[src/rtl/serial_frame_receiver.sv]
// serial_frame_receiver
//   Deserializer for the team serial link. Detects a start bit on an idle-high
//   line, samples each bit at mid-period, shifts in WIDTH data bits LSB first,
//   checks an optional even parity bit and the stop bit. It then presents the
//   word with a valid/read handshake.
//
// Parameters
//   WIDTH      data bits per frame (>= 1)
//   BIT_CYCLES clock cycles per serial bit (>= 1)
//   PARITY_EN  1 = even parity bit follows the data bits, 0 = none
//
// Ports
//   clk          system clock, rising edge
//   reset        synchronous active-high reset
//   serial_in    serial line, idle high, already synchronous to clk
//   read         consumer acknowledge for the held word
//   parallel_out last accepted word, bit 0 = first received data bit
//   valid        a word is held and not yet read
//   parity_error parity status of the held word (1 = mismatch)
//   frame_error  one-cycle pulse when the stop bit is sampled as 0
//   overrun      sticky, a held word was overwritten before being read
//   busy         receiver is inside a frame

module serial_frame_receiver #(
    parameter int WIDTH      = 4,
    parameter int BIT_CYCLES = 4,
    parameter int PARITY_EN  = 1
) (
    input  logic             clk,
    input  logic             reset,
    input  logic             serial_in,
    input  logic             read,
    output logic [WIDTH-1:0] parallel_out,
    output logic             valid,
    output logic             parity_error,
    output logic             frame_error,
    output logic             overrun,
    output logic             busy
);

    localparam int CW = $clog2(BIT_CYCLES) + 1;
    localparam int BW = $clog2(WIDTH) + 1;
    localparam int H  = BIT_CYCLES / 2;

    localparam logic [CW-1:0] HALF     = CW'(H);
    localparam logic [CW-1:0] LAST_CYC = CW'(BIT_CYCLES - 1);
    // The counter holds the number of cycles since the start edge, modulo
    // BIT_CYCLES. Every sample point therefore falls on cyc_cnt == HALF.
    localparam logic [CW-1:0] FIRST    = CW'((BIT_CYCLES == 1) ? 0 : 1);
    localparam logic [BW-1:0] LAST_BIT = BW'(WIDTH - 1);

    localparam logic [2:0] S_IDLE      = 3'd0;
    localparam logic [2:0] S_START     = 3'd1;
    localparam logic [2:0] S_DATA      = 3'd2;
    localparam logic [2:0] S_PARITY    = 3'd3;
    localparam logic [2:0] S_STOP      = 3'd4;
    localparam logic [2:0] S_WAIT_IDLE = 3'd5;

    logic [2:0]       state;
    logic [CW-1:0]    cyc_cnt;
    logic [CW-1:0]    cyc_next;
    logic [BW-1:0]    bit_cnt;
    logic [WIDTH-1:0] shifter;
    logic [WIDTH-1:0] shift_next;
    logic             par_acc;
    logic             sample;

    assign sample   = (cyc_cnt == HALF);
    assign cyc_next = (cyc_cnt == LAST_CYC) ? '0 : cyc_cnt + CW'(1);
    assign busy     = (state != S_IDLE);

    // New bit enters at the MSB so that the first received bit ends in bit 0.
    always_comb begin
        shift_next            = shifter >> 1;
        shift_next[WIDTH-1]   = serial_in;
    end

    always_ff @(posedge clk) begin
        if (reset) begin
            state        <= S_IDLE;
            cyc_cnt      <= '0;
            bit_cnt      <= '0;
            shifter      <= '0;
            par_acc      <= 1'b0;
            parallel_out <= '0;
            valid        <= 1'b0;
            parity_error <= 1'b0;
            frame_error  <= 1'b0;
            overrun      <= 1'b0;
        end else begin
            frame_error <= 1'b0;

            if (read && valid) begin
                valid   <= 1'b0;
                overrun <= 1'b0;
            end

            if (state != S_IDLE)
                cyc_cnt <= cyc_next;

            case (state)
                S_IDLE: begin
                    if (!serial_in) begin
                        // With one cycle per bit the start confirm coincides
                        // with detection, so go straight to data.
                        state   <= (H == 0) ? S_DATA : S_START;
                        cyc_cnt <= FIRST;
                        bit_cnt <= '0;
                        par_acc <= 1'b0;
                    end
                end

                S_START: begin
                    if (sample)
                        state <= serial_in ? S_IDLE : S_DATA;
                end

                S_DATA: begin
                    if (sample) begin
                        shifter <= shift_next;
                        par_acc <= par_acc ^ serial_in;
                        if (bit_cnt == LAST_BIT)
                            state <= (PARITY_EN != 0) ? S_PARITY : S_STOP;
                        else
                            bit_cnt <= bit_cnt + BW'(1);
                    end
                end

                S_PARITY: begin
                    if (sample) begin
                        par_acc <= par_acc ^ serial_in;
                        state   <= S_STOP;
                    end
                end

                S_STOP: begin
                    if (sample) begin
                        if (serial_in) begin
                            // Completion overrides a same-edge read: the new
                            // word stays valid and overrun only reflects an
                            // unread word being replaced.
                            parallel_out <= shifter;
                            valid        <= 1'b1;
                            parity_error <= (PARITY_EN != 0) && par_acc;
                            overrun      <= valid && !read;
                            state        <= S_IDLE;
                        end else begin
                            frame_error  <= 1'b1;
                            state        <= S_WAIT_IDLE;
                        end
                    end
                end

                S_WAIT_IDLE: begin
                    if (serial_in)
                        state <= S_IDLE;
                end

                default: state <= S_IDLE;
            endcase
        end
    end

endmodule

[config.mk]
export PLATFORM = sky130hd
export DESIGN_NAME = serial_frame_receiver
export DESIGN_NICKNAME = d
export VERILOG_FILES = /design/src/rtl/serial_frame_receiver.sv
export SDC_FILE = /design/constraint.sdc
export NUM_CORES = 1
export LEC_CHECK = 0
export ABC_CLOCK_PERIOD_IN_PS = 3200
export CORE_AREA = 2 2 90 57
export CTS_BUF_LIST = sky130_fd_sc_hd__clkbuf_2 sky130_fd_sc_hd__clkbuf_4 sky130_fd_sc_hd__clkbuf_8
export DETAILED_ROUTE_END_ITERATION = 6
export DIE_AREA = 0 0 92 59
export PLACE_DENSITY_LB_ADDON = 0.3
export SLEW_MARGIN = 20
export SYNTH_ARGS = -nofsm -noshare
export SYNTH_HDL_FRONTEND = slang
export SYNTH_SLANG_ARGS = --single-unit
[constraint.sdc]
create_clock -name clk -period 3.2 [get_ports clk]
set_clock_uncertainty 0.15 [all_clocks]
set_input_delay 0.64 -clock clk [delete_from_list [all_inputs] [get_ports clk]]
set_output_delay 0.64 -clock clk [all_outputs]
set_load 0.005 [all_outputs]
* Word-level counts from Yosys, hierarchy flattened
Cells that the tools add are included.
Storage, ports and cells: flip-flop bits (word level) 22, output and inout bits 9, logic and storage cells 76
Cells by class: $add $sub $neg 2, eq/ne operators 17, muxes and demuxes 30, bitwise operators 3, reduce and logical (&&, ||, !) cells 14
Operators with widths (number):
- $mux W3 | 15
- $pmux W3 S6 | 1
- $ne A2 B2 Y1 const B | 8
- $eq A3 B2 Y1 const B | 5
- $mux W1 | 11
- $reduce_and A7 Y1 | 1
- $add A3 B1 Y3 const B | 2
- $eq A3 B3 Y1 const B | 2
- $pmux W3 S2 | 1
- $reduce_and A3 Y1 | 2
- $reduce_and A4 Y1 | 1
- $reduce_bool A2 Y1 | 2
- $eq A3 B1 Y1 const B | 1
- $logic_not A3 Y1 | 1
- $reduce_bool A3 Y1 | 1
- $reduce_or A3 Y1 | 1
- $logic_and A1 B1 Y1 | 2
- $mux W2 | 1
- $ne A2 B1 Y1 const B | 1
- $not A1 Y1 | 2
- $pmux W1 S2 | 1
- $reduce_and A2 Y1 | 1
- $reduce_or A2 Y1 | 1
- $logic_not A1 Y1 | 1
- $xor A1 B1 Y1 | 1

* Longest topological paths before layout
depth after elaboration 5, mapped depth 7, depth with buffers taken out 6

* Worst setup path after synthesis
No wires, ideal clock.
path type input-to-reg, from in serial_in, to reg state[2], data arrival time 1.437 ns, data required time 2.966 ns, setup slack 1.529 ns, stages on the path 5, buffers on the path 1, cells stage by stage buf_2 nand2b_1 a21boi_1 nand3b_2 o31ai_2
Between the ends: longest elaborated chain between the ends 3
RTL lines:
- from (decl) | RTL line 31 | input logic serial_in,
- $mux W3 | RTL line 138 | if (serial_in) begin
- $mux W3 | RTL line 137 | if (sample) begin
- $pmux W3 S6 | RTL line 101 | case (state)
- to (signal assigned) | RTL line 106 | state <= (H == 0) ? S_DATA : S_START;
- to (signal assigned) | RTL line 115 | state <= serial_in ? S_IDLE : S_DATA;
- to (signal assigned) | RTL line 123 | state <= (PARITY_EN != 0) ? S_PARITY : S_STOP;
- to (decl) | RTL line 59 | logic [2:0] state;
Several ways; a longest one is shown, not always the timed one. The select of a mux whose other input is x is not followed. A chain may end at the register's enable or synchronous reset.

* Worst setup path in the final report
from reg state[1], to out busy
Between the ends: longest elaborated chain between the ends 1
RTL lines:
- $reduce_bool A3 Y1 | RTL line 70 | assign busy = (state != S_IDLE);
- to (decl) | RTL line 38 | output logic busy
Every way passes these cells.

==> impl_metrics.yaml <==
status:
  outcome: "completed"
cts:
  cts_hold_buf: 0
  clock-sinks: 22
  cts_setup_buffers: 0
  cts_tree: "yes"
  clk_pin_slew_ns: 0.08
  clk_latency_ns: 0.26
  cts_max_path_buffers: 2
  htree_levels: 1
  cts_root_buf: "clkbuf_8"
  cts_resized: 0
  cts_made_buffers: 3
sta:
  fin_hold_ws_ns: 0.310
  relSlewSlack_pct: 38.2
  rsz0062_at_grt: "false"
  period_needed_ns: 2.38
  hold_viol: 0
  tns_ns: 0
  fmaxAchievable_mhz: 421
  worst_pin_slew_ns: 0.925
  maxSlewViolCount: 0
  finalSetupViolations: 0
  finalCritPeriodShare_pct: 74.3
cells_and_area:
  seqCellArea_um2: 440
  fin_nets: 139
  multiInputGateArea_um2: 598
  fin_area_um2: 1340
  n_antenna_cell: 0
  final_cell_mix: "dfxtp_1, nor2_1, nand2_1, clkdlybuf4s50_1, mux2i_1"
  layout_commonest_cell: "dfxtp_1"
  area_growth_pct: 20.0
  drive_gt1_share_pct: 13.8
  final_core_util_pct: 29.6
  fill_cells: 472
die:
  die_area_um2: 5430
  initial_core_util_pct: 24.6
  core_area_um2: 4520
  io_pins: 13
  rows: 19
  die_x_um: 92
  chipHeight_um: 59
global_routing:
  grt-ovfl-total: 0
  antenna_found_initial: 0
  grt_pass1_wl_mm: 3.90
  track_usage_pct: 9.02
  grt_pass1_vias: 817
  grt_max_degree: 26
placed_design:
  port_buffers: 12
  post-dp-hpwl_mm: 1.65
  place_area_um2: 1260
  place_congestion: 0.739
setup_path:
  crit_buf_inv: 2
  worst-r2r-setup-slack_ns: 1.30
  r2r-end: "overrun"
  cp_data_required_time_ns: 2.41
  startpoint_type: "flop"
  ff2ff_path_depth: 6
  cpMaxStageDelayCell: "dfxtp_1"
  arrival_ns: 1.59
  crit_family: "buffers and inverters"
  path_cells: "nor3_4, inv_2, clkdlybuf4s50_1"
  crit-reg2reg-launch: "cyc_cnt[0]"
  worstSetupPathType: "flop to primary output"
  path_max_fanout: 12
  crit_path_end_kind: "primary output"
  critPathMaxStageDelay_ns: 0.58
detailed_routing:
  drc: 0
  first_pass_iters: 4
  drt-initial-drc-count: 38
  wl_per_cell_um: 11.5
  antenna_left: 0
  vias: 840
  wl_mm: 2.22
  avgViaCountPerCell: 4.35
worst_hold_path:
  min_path_type: "flop to flop"
  min_from: "shifter[0]"
  min_to: "shifter[0]"
  hold_depth: 2
yosys:
  synth_cell_type_count: 43
  synthArstFlopShare_pct: 0
  seq_area_frac_synth_pct: 39.6
  yosys.area_share.simple_pct: 26.2
  syn_inst: 122
  synthAdderAreaFrac_pct: 4.50
  synth_compound_area_share_pct: 15.9
  synth_top_family_by_area: "simple AND/OR/NAND/NOR gates"
  postSynthAreaPerCell_um2: 9.12
  syn_area_um2: 1110
  ys_ff_latch: 22
  synthesis.nets: 130
  synth_flop_cell: "dfxtp_1"
  synth_edf_count: 0
  yosys_warnings: 0
  synth_xor_area_share_pct: 0
  synthMuxAreaShare_pct: 7.20
flow_run:
  drv_cap: 0
power:
  ir_drop_uv: 196
  leakagePower_nw: 0.452
  power_density_nw_per_um2: 606
[report_power, final]
group | leakage (nW) | switching, mW | internal, mW
combinational | 0.239 | 0.120 | 0.100
sequential | 0.178 | 0.0364 | 0.290
clock | 0.0357 | 0.0953 | 0.167
total | 0.452 | 0.251 | 0.558
[final cells by class]
type,instances,area share (%)
Inverter,7,1.97
Multi-Input combinational cell,85,44.8
Clock buffer,3,3.09
Timing Repair Buffer,12,9.00
Sequential cell,22,33.0
Clock inverter,1,2.25
Tap cell,63,5.90
[flip-flops by register name (all words and copies together) (netlist names)]
register      flops
bit_cnt           3
parity_error      1
overrun           1
par_acc           1
state             3
shifter           4
frame_error       1
cyc_cnt           3
parallel_out      4
valid             1
[worst max path at each step]
stage | slack, ns | from | depth (start not counted) | end
2_1_floorplan | 1.53 | serial_in | 5 | state[2]
3_3_place_gp | 0.81 | serial_in | 4 | overrun
3_5_place_dp | 0.74 | serial_in | 4 | overrun
4_1_cts | 0.82 | state[1] | 3 | busy
5_1_grt | 0.72 | state[1] | 3 | busy
6_report | 0.82 | state[1] | 3 | busy
[synthesized netlist by cell type (all sizes together) (3+ instances only)]
master  count  area (um^2)
ha          4         50.1
nor2       17         71.3
dfxtp      22          440
a21oi       7         38.8
clkbuf      3         11.3
nand2b      6         37.5
buf         5         36.3
inv         7         26.3
nand3b      3         26.3
nand2      13         51.3
mux2i       8         80.1
[through the flow]
step           worst slack (ns)  cells  power [mW]
2_1_floorplan              1.53    122       0.514
3_3_place_gp              0.812    189       0.544
3_5_place_dp              0.736    189       0.553
4_1_cts                   0.819    193       0.815
5_1_grt                   0.716    193       0.855
6_report                  0.823    193       0.809
[metal layers]
layer  vias to the layer above  global-route usage, %  wire length, um
met5                         -                      0                0
met4                         0                  0.640                0
met3                         0                   3.56              111
met2                        15                   13.4              905
met1                       385                   12.9             1210
li1                        440                      -                -
[worst min-delay path, cell delays in order, from the launching register on]
cell     delay [ns]
dfxtp_1        0.32
nand2_1        0.05
a21oi_1        0.05
[logic make-up after synthesis]
group	Yosys count
simple gates	52
flops	22
compound gates	21
buf+inv	15
mux	8
fa+ha+maj	4
(Power assumes the default switching activity.)
